File: src/rtl/pwm_sequencer.sv
// pwm_sequencer: steps through a small table of PWM profiles, drives the
// configuration inputs of a pwm generator and clears it at every profile boundary.
module pwm_sequencer #(
    parameter int DEPTH = 4,
    parameter int AW    = 2
) (
    input  logic          clk,
    input  logic          rst,
    input  logic          cfg_we,
    input  logic [AW-1:0] cfg_addr,
    input  logic [15:0]   cfg_period,
    input  logic [7:0]    cfg_duty,
    input  logic          cfg_burst,
    input  logic          cfg_type,
    input  logic [7:0]    cfg_reps,
    input  logic [AW:0]   num_steps,
    input  logic          loop,
    input  logic          start,
    input  logic          abort,
    output logic [15:0]   period,
    output logic [7:0]    dutyCycle,
    output logic          modeBurst,
    output logic          typeBurst,
    output logic          pwm_clr,
    output logic          busy,
    output logic [AW-1:0] step,
    output logic          done
);

    typedef enum logic [1:0] {
        S_IDLE = 2'd0,
        S_LOAD = 2'd1,
        S_RUN  = 2'd2
    } state_t;

    // Profile table
    logic [15:0] tbl_period_q [DEPTH];
    logic [15:0] tbl_period_d [DEPTH];
    logic [7:0]  tbl_duty_q   [DEPTH];
    logic [7:0]  tbl_duty_d   [DEPTH];
    logic        tbl_burst_q  [DEPTH];
    logic        tbl_burst_d  [DEPTH];
    logic        tbl_type_q   [DEPTH];
    logic        tbl_type_d   [DEPTH];
    logic [7:0]  tbl_reps_q   [DEPTH];
    logic [7:0]  tbl_reps_d   [DEPTH];

    // Sequencer state
    state_t      state_q, state_d;
    logic [15:0] period_q, period_d;
    logic [7:0]  duty_q, duty_d;
    logic        burst_q, burst_d;
    logic        type_q, type_d;
    logic [7:0]  reps_q, reps_d;
    logic [15:0] pcnt_q, pcnt_d;
    logic [7:0]  rcnt_q, rcnt_d;
    logic [AW:0] nsteps_q, nsteps_d;
    logic [AW-1:0] step_q, step_d;
    logic        clr_q, clr_d;
    logic        busy_q, busy_d;
    logic        done_q, done_d;

    logic [15:0]   p_eff;
    logic [7:0]    r_eff;
    logic [AW:0]   nsteps_clamp;
    logic          load;
    logic [AW-1:0] load_idx;

    // Table write port: one entry per cycle, accepted in any state
    always_comb begin
        tbl_period_d = tbl_period_q;
        tbl_duty_d   = tbl_duty_q;
        tbl_burst_d  = tbl_burst_q;
        tbl_type_d   = tbl_type_q;
        tbl_reps_d   = tbl_reps_q;
        if (cfg_we) begin
            tbl_period_d[cfg_addr] = cfg_period;
            tbl_duty_d[cfg_addr]   = cfg_duty;
            tbl_burst_d[cfg_addr]  = cfg_burst;
            tbl_type_d[cfg_addr]   = cfg_type;
            tbl_reps_d[cfg_addr]   = cfg_reps;
        end
    end

    // Table registers
    always_ff @(posedge clk or negedge rst) begin
        if (!rst) begin
            for (int unsigned i = 0; i < DEPTH; i++) begin
                tbl_period_q[i] <= '0;
                tbl_duty_q[i]   <= '0;
                tbl_burst_q[i]  <= 1'b0;
                tbl_type_q[i]   <= 1'b0;
                tbl_reps_q[i]   <= '0;
            end
        end else begin
            tbl_period_q <= tbl_period_d;
            tbl_duty_q   <= tbl_duty_d;
            tbl_burst_q  <= tbl_burst_d;
            tbl_type_q   <= tbl_type_d;
            tbl_reps_q   <= tbl_reps_d;
        end
    end

    // Zero period/reps behave as 1; step count saturates at the table depth
    always_comb begin
        p_eff        = (period_q == '0) ? 16'd1 : period_q;
        r_eff        = (reps_q == '0) ? 8'd1 : reps_q;
        nsteps_clamp = (num_steps > (AW+1)'(DEPTH)) ? (AW+1)'(DEPTH) : num_steps;
    end

    // Next-state logic: table stepping, period/repeat counting, abort handling
    always_comb begin
        state_d  = state_q;
        period_d = period_q;
        duty_d   = duty_q;
        burst_d  = burst_q;
        type_d   = type_q;
        reps_d   = reps_q;
        pcnt_d   = pcnt_q;
        rcnt_d   = rcnt_q;
        nsteps_d = nsteps_q;
        step_d   = step_q;
        done_d   = 1'b0;
        load     = 1'b0;
        load_idx = '0;

        case (state_q)
            S_IDLE: begin
                if (start && (num_steps != '0)) begin
                    nsteps_d = nsteps_clamp;
                    load     = 1'b1;
                    load_idx = '0;
                end
            end
            S_LOAD: begin
                pcnt_d  = '0;
                rcnt_d  = '0;
                state_d = S_RUN;
            end
            S_RUN: begin
                if (pcnt_q == p_eff - 16'd1) begin
                    pcnt_d = '0;
                    if (rcnt_q + 8'd1 == r_eff) begin
                        if ({1'b0, step_q} != nsteps_q - (AW+1)'(1)) begin
                            load     = 1'b1;
                            load_idx = step_q + AW'(1);
                        end else if (loop) begin
                            load     = 1'b1;
                            load_idx = '0;
                        end else begin
                            state_d = S_IDLE;
                            done_d  = 1'b1;
                        end
                    end else begin
                        rcnt_d = rcnt_q + 8'd1;
                    end
                end else begin
                    pcnt_d = pcnt_q + 16'd1;
                end
            end
            default: state_d = S_IDLE;
        endcase

        // Abort overrides everything, including a start in the same cycle
        if (abort) begin
            load   = 1'b0;
            done_d = 1'b0;
            if (state_q != S_IDLE) state_d = S_IDLE;
        end

        // Profile outputs are captured only when entering LOAD
        if (load) begin
            state_d  = S_LOAD;
            step_d   = load_idx;
            period_d = tbl_period_q[load_idx];
            duty_d   = tbl_duty_q[load_idx];
            burst_d  = tbl_burst_q[load_idx];
            type_d   = tbl_type_q[load_idx];
            reps_d   = tbl_reps_q[load_idx];
            pcnt_d   = '0;
            rcnt_d   = '0;
        end

        // Status outputs are decoded from the next state so they are registered
        clr_d  = (state_d != S_RUN);
        busy_d = (state_d != S_IDLE);
    end

    // Sequencer registers
    always_ff @(posedge clk or negedge rst) begin
        if (!rst) begin
            state_q  <= S_IDLE;
            period_q <= '0;
            duty_q   <= '0;
            burst_q  <= 1'b0;
            type_q   <= 1'b0;
            reps_q   <= '0;
            pcnt_q   <= '0;
            rcnt_q   <= '0;
            nsteps_q <= '0;
            step_q   <= '0;
            clr_q    <= 1'b1;
            busy_q   <= 1'b0;
            done_q   <= 1'b0;
        end else begin
            state_q  <= state_d;
            period_q <= period_d;
            duty_q   <= duty_d;
            burst_q  <= burst_d;
            type_q   <= type_d;
            reps_q   <= reps_d;
            pcnt_q   <= pcnt_d;
            rcnt_q   <= rcnt_d;
            nsteps_q <= nsteps_d;
            step_q   <= step_d;
            clr_q    <= clr_d;
            busy_q   <= busy_d;
            done_q   <= done_d;
        end
    end

    assign period    = period_q;
    assign dutyCycle = duty_q;
    assign modeBurst = burst_q;
    assign typeBurst = type_q;
    assign pwm_clr   = clr_q;
    assign busy      = busy_q;
    assign step      = step_q;
    assign done      = done_q;

endmodule
File: config.mk
export PLATFORM = sky130hd
export DESIGN_NAME = pwm_sequencer
export DESIGN_NICKNAME = d
export VERILOG_FILES = /design/src/rtl/pwm_sequencer.sv
export SDC_FILE = /design/constraint.sdc
export NUM_CORES = 1
export LEC_CHECK = 0
export BUFFER_PORTS_ARGS = -buffer_cell sky130_fd_sc_hd__buf_2
export CAP_MARGIN = 20
export CORE_ASPECT_RATIO = 0.5
export CORE_MARGIN = 3
export CORE_UTILIZATION = 55
export DETAILED_ROUTE_END_ITERATION = 8
export PLACE_DENSITY = 0.78
export SYNTH_ARGS = -nofsm -noshare
export SYNTH_HDL_FRONTEND = slang
export SYNTH_SLANG_ARGS = --single-unit
File: constraint.sdc
create_clock -name clk -period 3.77 [get_ports clk]
set_input_delay 0.5655 -clock clk [delete_from_list [all_inputs] [get_ports clk]]
set_output_delay 0.5655 -clock clk [all_outputs]
set_load 0.01 [all_outputs]
---- Word level (Yosys, flattened, before mapping) ----
Index checks and enable logic that the tools add are counted.
storage, ports and cells
  bits of input ports ..................... 45
  bits in registers ....................... 204
  logic and storage cells ................. 124
operators by class
  bitwise gates (word level) .............. 2
  order comparisons ....................... 4
  mux-type cells .......................... 61
  equality and inequality tests ........... 8
  reduce and logical (&&, ||, !) cells .... 11
  add/subtract/negate cells ............... 5
operators with widths
  operator                 count
  $mux W16                 6
  $mux W8                  9
  $bwmux W32               2
  $bwmux W64               1
  $bmux W16 S2             1
  $bmux W8 S2              2
  $demux W16 S2            1
  $pmux W16 S2             1
  $mux W2                  11
  $mux W1                  17
  $add A16 B1 Y16 const B  1
  $demux W8 S2             1
  $eq A16 B16 Y1           1
  $logic_not A16 Y1        1
  $pmux W8 S2              1
  $sub A16 B1 Y16 const B  1
  $add A8 B1 Y8 const B    1
  $bwmux W4                2
  $eq A8 B8 Y1             1
  $logic_not A8 Y1         1
  $ge A3 B3 Y1 const B     2
  $ne A3 B3 Y1 const B     2
  $not A2 Y3               2
  $pmux W2 S3              1
  18 further kinds         22

---- Depth between registers and ports, before layout ----
  depth in word-level cells ............... 10
  mapped depth ............................ 15
  depth with buffers taken out ............ 12

---- Worst setup path after synthesis ----
No wires, ideal clock.
  kind .................................... flip-flop to flip-flop
  start point ............................. register period_q[12] (netlist: period[12])
  end point ............................... register rcnt_q[4]
  data arrival time ....................... 3.839 ns
  data required time ...................... 3.645 ns
  stages on the path, launching flop included .. 14
  path buffers ............................ 2
  setup slack ............................. -0.194 ns
  library setup time ...................... 0.125 ns
  path through ............................ dfrtp_1 clkbuf_1 nor4_4 a41oi_1 ha_1 or3b_4 or4_4 a221oi_2 nand4_1 a2111oi_4 a41oi_4 buf_2 a311oi_1 o21bai_1
on the way
  cells in the longest elaborated chain, start to end .. 9
  elaborated cells on any way between the ends .. 12
  those cells by class .................... add/sub (1); eq/ne (3); mux (5); reduce/logical (3)
ends and longest elaborated chain
  item                                                                 line  text
  start: declaration                                                   50    logic [15:0] period_q, period_d;
  start signal: assignment                                             207   period_q <= period_d;
  $logic_not A16 Y1                                                    106   p_eff = (period_q == '0) ? 16'd1 : period_q;
  $mux W16 *                                                           106
  $sub A16 B1 Y16 *                                                    141   if (pcnt_q == p_eff - 16'd1) begin
  $eq A16 B16 Y1 *                                                     141
  $mux W1                                                              141
  $pmux W1 S2                                                          127   case (state_q)
  $mux W1                                                              165   if (abort) begin
  $ne A3 B3 Y1 (no line) / $reduce_bool A3 Y1 (equally long branches)  --
  $reduce_and A3 Y1 (no line)                                          --
  end signal: assignment                                               213   rcnt_q <= rcnt_d;
  end: declaration                                                     56    logic [7:0] rcnt_q, rcnt_d;
Mark *: on every way between the ends. The rest lies on a longest branch, timed or not.
A chain may end at the register's enable or synchronous reset.

---- Worst setup path after layout ----
  start point ............................. register period_q[1] (netlist: period[1])
  end point ............................... register rcnt_q[6]
The elaborated chain is that of the path after synthesis.

==> impl_metrics.env <==
export IMPL_firstDrtPassIters=5
export IMPL_ys_seq_area_share_pct=49.9
export IMPL_antenna_found_initial=3
export IMPL_cp_cell_sequence="buf_4 -> inv_1 -> ha_4 -> or3b_4 -> or4_4 -> a221oi_2 -> nand4_1 -> a2111o_1 -> or3_4 -> or4_4 -> nand3_2"
export IMPL_period_share_pct=98.0
export IMPL_crit_start="period[1]$_DFFE_PN0N_"
export IMPL_num_rows=34
export IMPL_cts_sinks=204
export IMPL_syn_num_nets=934
export IMPL_crit_path_frequent_cell="or4_4"
export IMPL_dp_cells=1195
export IMPL_whs_ps=103
export IMPL_power_density_nw_per_um2=525
export IMPL_cp_slowest_cell="or4_4"
export IMPL_grt_pass1_vias=7992
export IMPL_mostFrequentLayoutCell="dfrtp_1"
export IMPL_utilization_pct=68.9
export IMPL_min_path_type="input pin to async pin"
export IMPL_maxCapViolCount=0
export IMPL_leakage_uw=0.00527
export IMPL_ctsHoldBuffers=0
export IMPL_grt_max_degree=86
export IMPL_topRoutingLayerUsed="met5"
export IMPL_worstPathRequired_ps=4200
export IMPL_track_usage_pct=26.1
export IMPL_r2r_cells=11
export IMPL_synth_seq_cells=204
export IMPL_syn_area_per_cell_sq_um=11.6
export IMPL_nNetsFinal=1050
export IMPL_end_kind="flip-flop"
export IMPL_cts_root_buf="clkbuf_16"
export IMPL_ctsLongestPathBuffers=3
export IMPL_port_buffers=75
export IMPL_status="completed"
export IMPL_drt_iter0_drc=728
export IMPL_worstSetupPathType="flip-flop to flip-flop"
export IMPL_rsz0062_at_grt="true"
export IMPL_fp_dieH_microns=102
export IMPL_cts_tree="built"
export IMPL_via_per_inst=6.40
export IMPL_synthCells=885
export IMPL_ir_drop_mv=0.314
export IMPL_h_tree_depth=1
export IMPL_core_sq_um=17800
export IMPL_syn_area_sq_um=10200
export IMPL_fin_cells=1249
export IMPL_setup_viol=0
export IMPL_crit_fanout=5
export IMPL_final_setup_skew_ps=17.7
export IMPL_async_flop_share_pct=100
export IMPL_gr_total_overflow=0
export IMPL_drv_slew=0
export IMPL_io_pins=76
export IMPL_drive_above_1_share_pct=37.7
export IMPL_fin_crit_ps=3690
export IMPL_slowest_delay_ps=540
export IMPL_mostFrequentLayoutCells="195 x dfrtp_1, 136 x mux2_2, 74 x buf_2"
export IMPL_final_hold_viol_count=0
export IMPL_cts_reportedPaths_clkPinSlew_ps=70
export IMPL_clk_latency_ps=500
export IMPL_area_delta_synth_final_pct=19.8
export IMPL_synth_top_flop_cell="dfrtp_1"
export IMPL_gp_congestion=0.992
export IMPL_max_slew_margin_pct=53.1
export IMPL_ant_nets=0
export IMPL_met3_length_microns=1950
export IMPL_route_met2_wl_microns=13000
export IMPL_drc=0
export IMPL_chipWidth_microns=199
export IMPL_synth_edf_count=0
export IMPL_post_place_ws_ps=-50.2
export IMPL_fmax_ghz=0.271
export IMPL_cp_start_kind="flip-flop"
export IMPL_via_count=7999
export IMPL_crit_arrival_ps=4130
export IMPL_post_dp_hpwl_microns=16700
export IMPL_m1WireLength_microns=11800
export IMPL_grt_pass1_wl_microns=42300
export IMPL_r2r_start="period[1]$_DFFE_PN0N_"
export IMPL_worstMarginPinSlew_ps=704
export IMPL_numCtsBuffers=19
export IMPL_yosys_warnings=0
export IMPL_dieArea_sq_um=20400
export IMPL_post_drt_wl_per_cell_microns=21.9
export IMPL_start_util_pct=57.5
export IMPL_wirelength_microns=27400
export IMPL_synth_distinct_cells=65
export IMPL_fin_ws_ps=76.8
## kinds of logic (layout without fill, tap and decap cells)
logic type / count (synthesis) / after routing / synth area share [%]
AO/OA/AOI/OAI: 187 / 187 / 14.4
XOR/XNOR: 38 / 38 / 3.39
adder cells (fa/ha/maj): 4 / 4 / 0.489
buffers and inverters: 66 / 194 / 2.88
flip-flops: 204 / 204 / 49.9
multiplexers: 140 / 140 / 15.4
other: 0 / 2 / 0
AND/OR/NAND/NOR: 246 / 246 / 13.5
## worst paths after layout
path | to | slack (ps)
worst max register to register | rcnt_q[6]$_DFFE_PN0P_ | 80
worst min register to register | tbl_period_q[19]$_DFFE_PN0P_ | 500
worst max-delay path | rcnt_q[6]$_DFFE_PN0P_ | 80
min in group clk | nsteps_q[0]$_DFFE_PN0P_ | 320
max in group asynchronous | tbl_reps_q[14]$_DFFE_PN0P_ | 2740
worst min-delay path | nsteps_q[0]$_DFFE_PN0P_ | 100
## timing repair
| action | 4_1_cts | 5_1_grt |
|---|---|---|
| gates cloned | 1 | 2 |
| endpoints found under the setup margin | 18 | 57 |
| setup buffers | 4 | 12 |
| pin swaps | 6 | 26 |
| resized for setup | 3 | 35 |
## sequential cells by signal, summed over array words and instances, names as in the netlist, 2 cells and up
register      count
step              2
nsteps_q          3
period           16
tbl_reps_q       32
state_q           2
pcnt_q           16
tbl_period_q     64
tbl_type_q        4
reps_q            8
tbl_burst_q       4
dutyCycle         8
tbl_duty_q       32
rcnt_q            8
## stage by stage
step                TNS (ps)  total power (uW)  area (sq um)
floorplan               -501              3820         10300
CTS                        0              6290         11900
detailed placement      -227              4380         11200
finish                     0              6420         12200
global route           -2490              6720         12200
global placement           0              4290         11200
## layer usage
metal / GRT usage (%) / vias up
met5: 0 / -
met4: 6.09 / 4
met3: 5.60 / 61
met2: 43.5 / 324
met1: 35.6 / 4081
li1: - / 3529
## Yosys cell counts, types with 13 or more instances
cell | number | area (sq um)
nor2_1 | 17 | 63.8
a21boi_0 | 34 | 255
nor3_1 | 51 | 255
dfrtp_1 | 203 | 5080
xnor2_1 | 23 | 201
mux2_2 | 136 | 1530
nand2_1 | 60 | 225
xor2_1 | 14 | 123
and3_1 | 42 | 263
o21ai_1 | 33 | 165
o221ai_2 | 20 | 300
clkbuf_1 | 37 | 139
o221ai_1 | 14 | 123
o21ai_0 | 31 | 155
buf_2 | 13 | 65.1
nand3_1 | 17 | 85.1
## layout make-up
| type | count | area, sq um |
|---|---|---|
| Antenna cell | 2 | 5.00 |
| Clock buffer | 25 | 538 |
| Clock inverter | 8 | 73.8 |
| Fill cell | 1251 | 5540 |
| Inverter | 11 | 43.8 |
| Multi-Input combinational cell | 615 | 5010 |
| Sequential cell | 204 | 5120 |
| Tap cell | 234 | 293 |
| Timing Repair Buffer | 150 | 1170 |
## critical path, delay by kind of cell, from the launching register on
family | cells | cell delay [ps]
AND/OR/NAND/NOR | 6 | 2020
adder cells (fa/ha/maj) | 1 | 160
buffers and inverters | 2 | 330
AO/OA/AOI/OAI | 2 | 700
flip-flops | 1 | 420
## power by group
part | total (uW) | switching [uW] | internal, uW
logic | 1600 | 831 | 773
registers | 2900 | 317 | 2590
clock network | 1920 | 838 | 1080
total | 6420 | 1990 | 4440
Power figures use the tool's default switching activity.
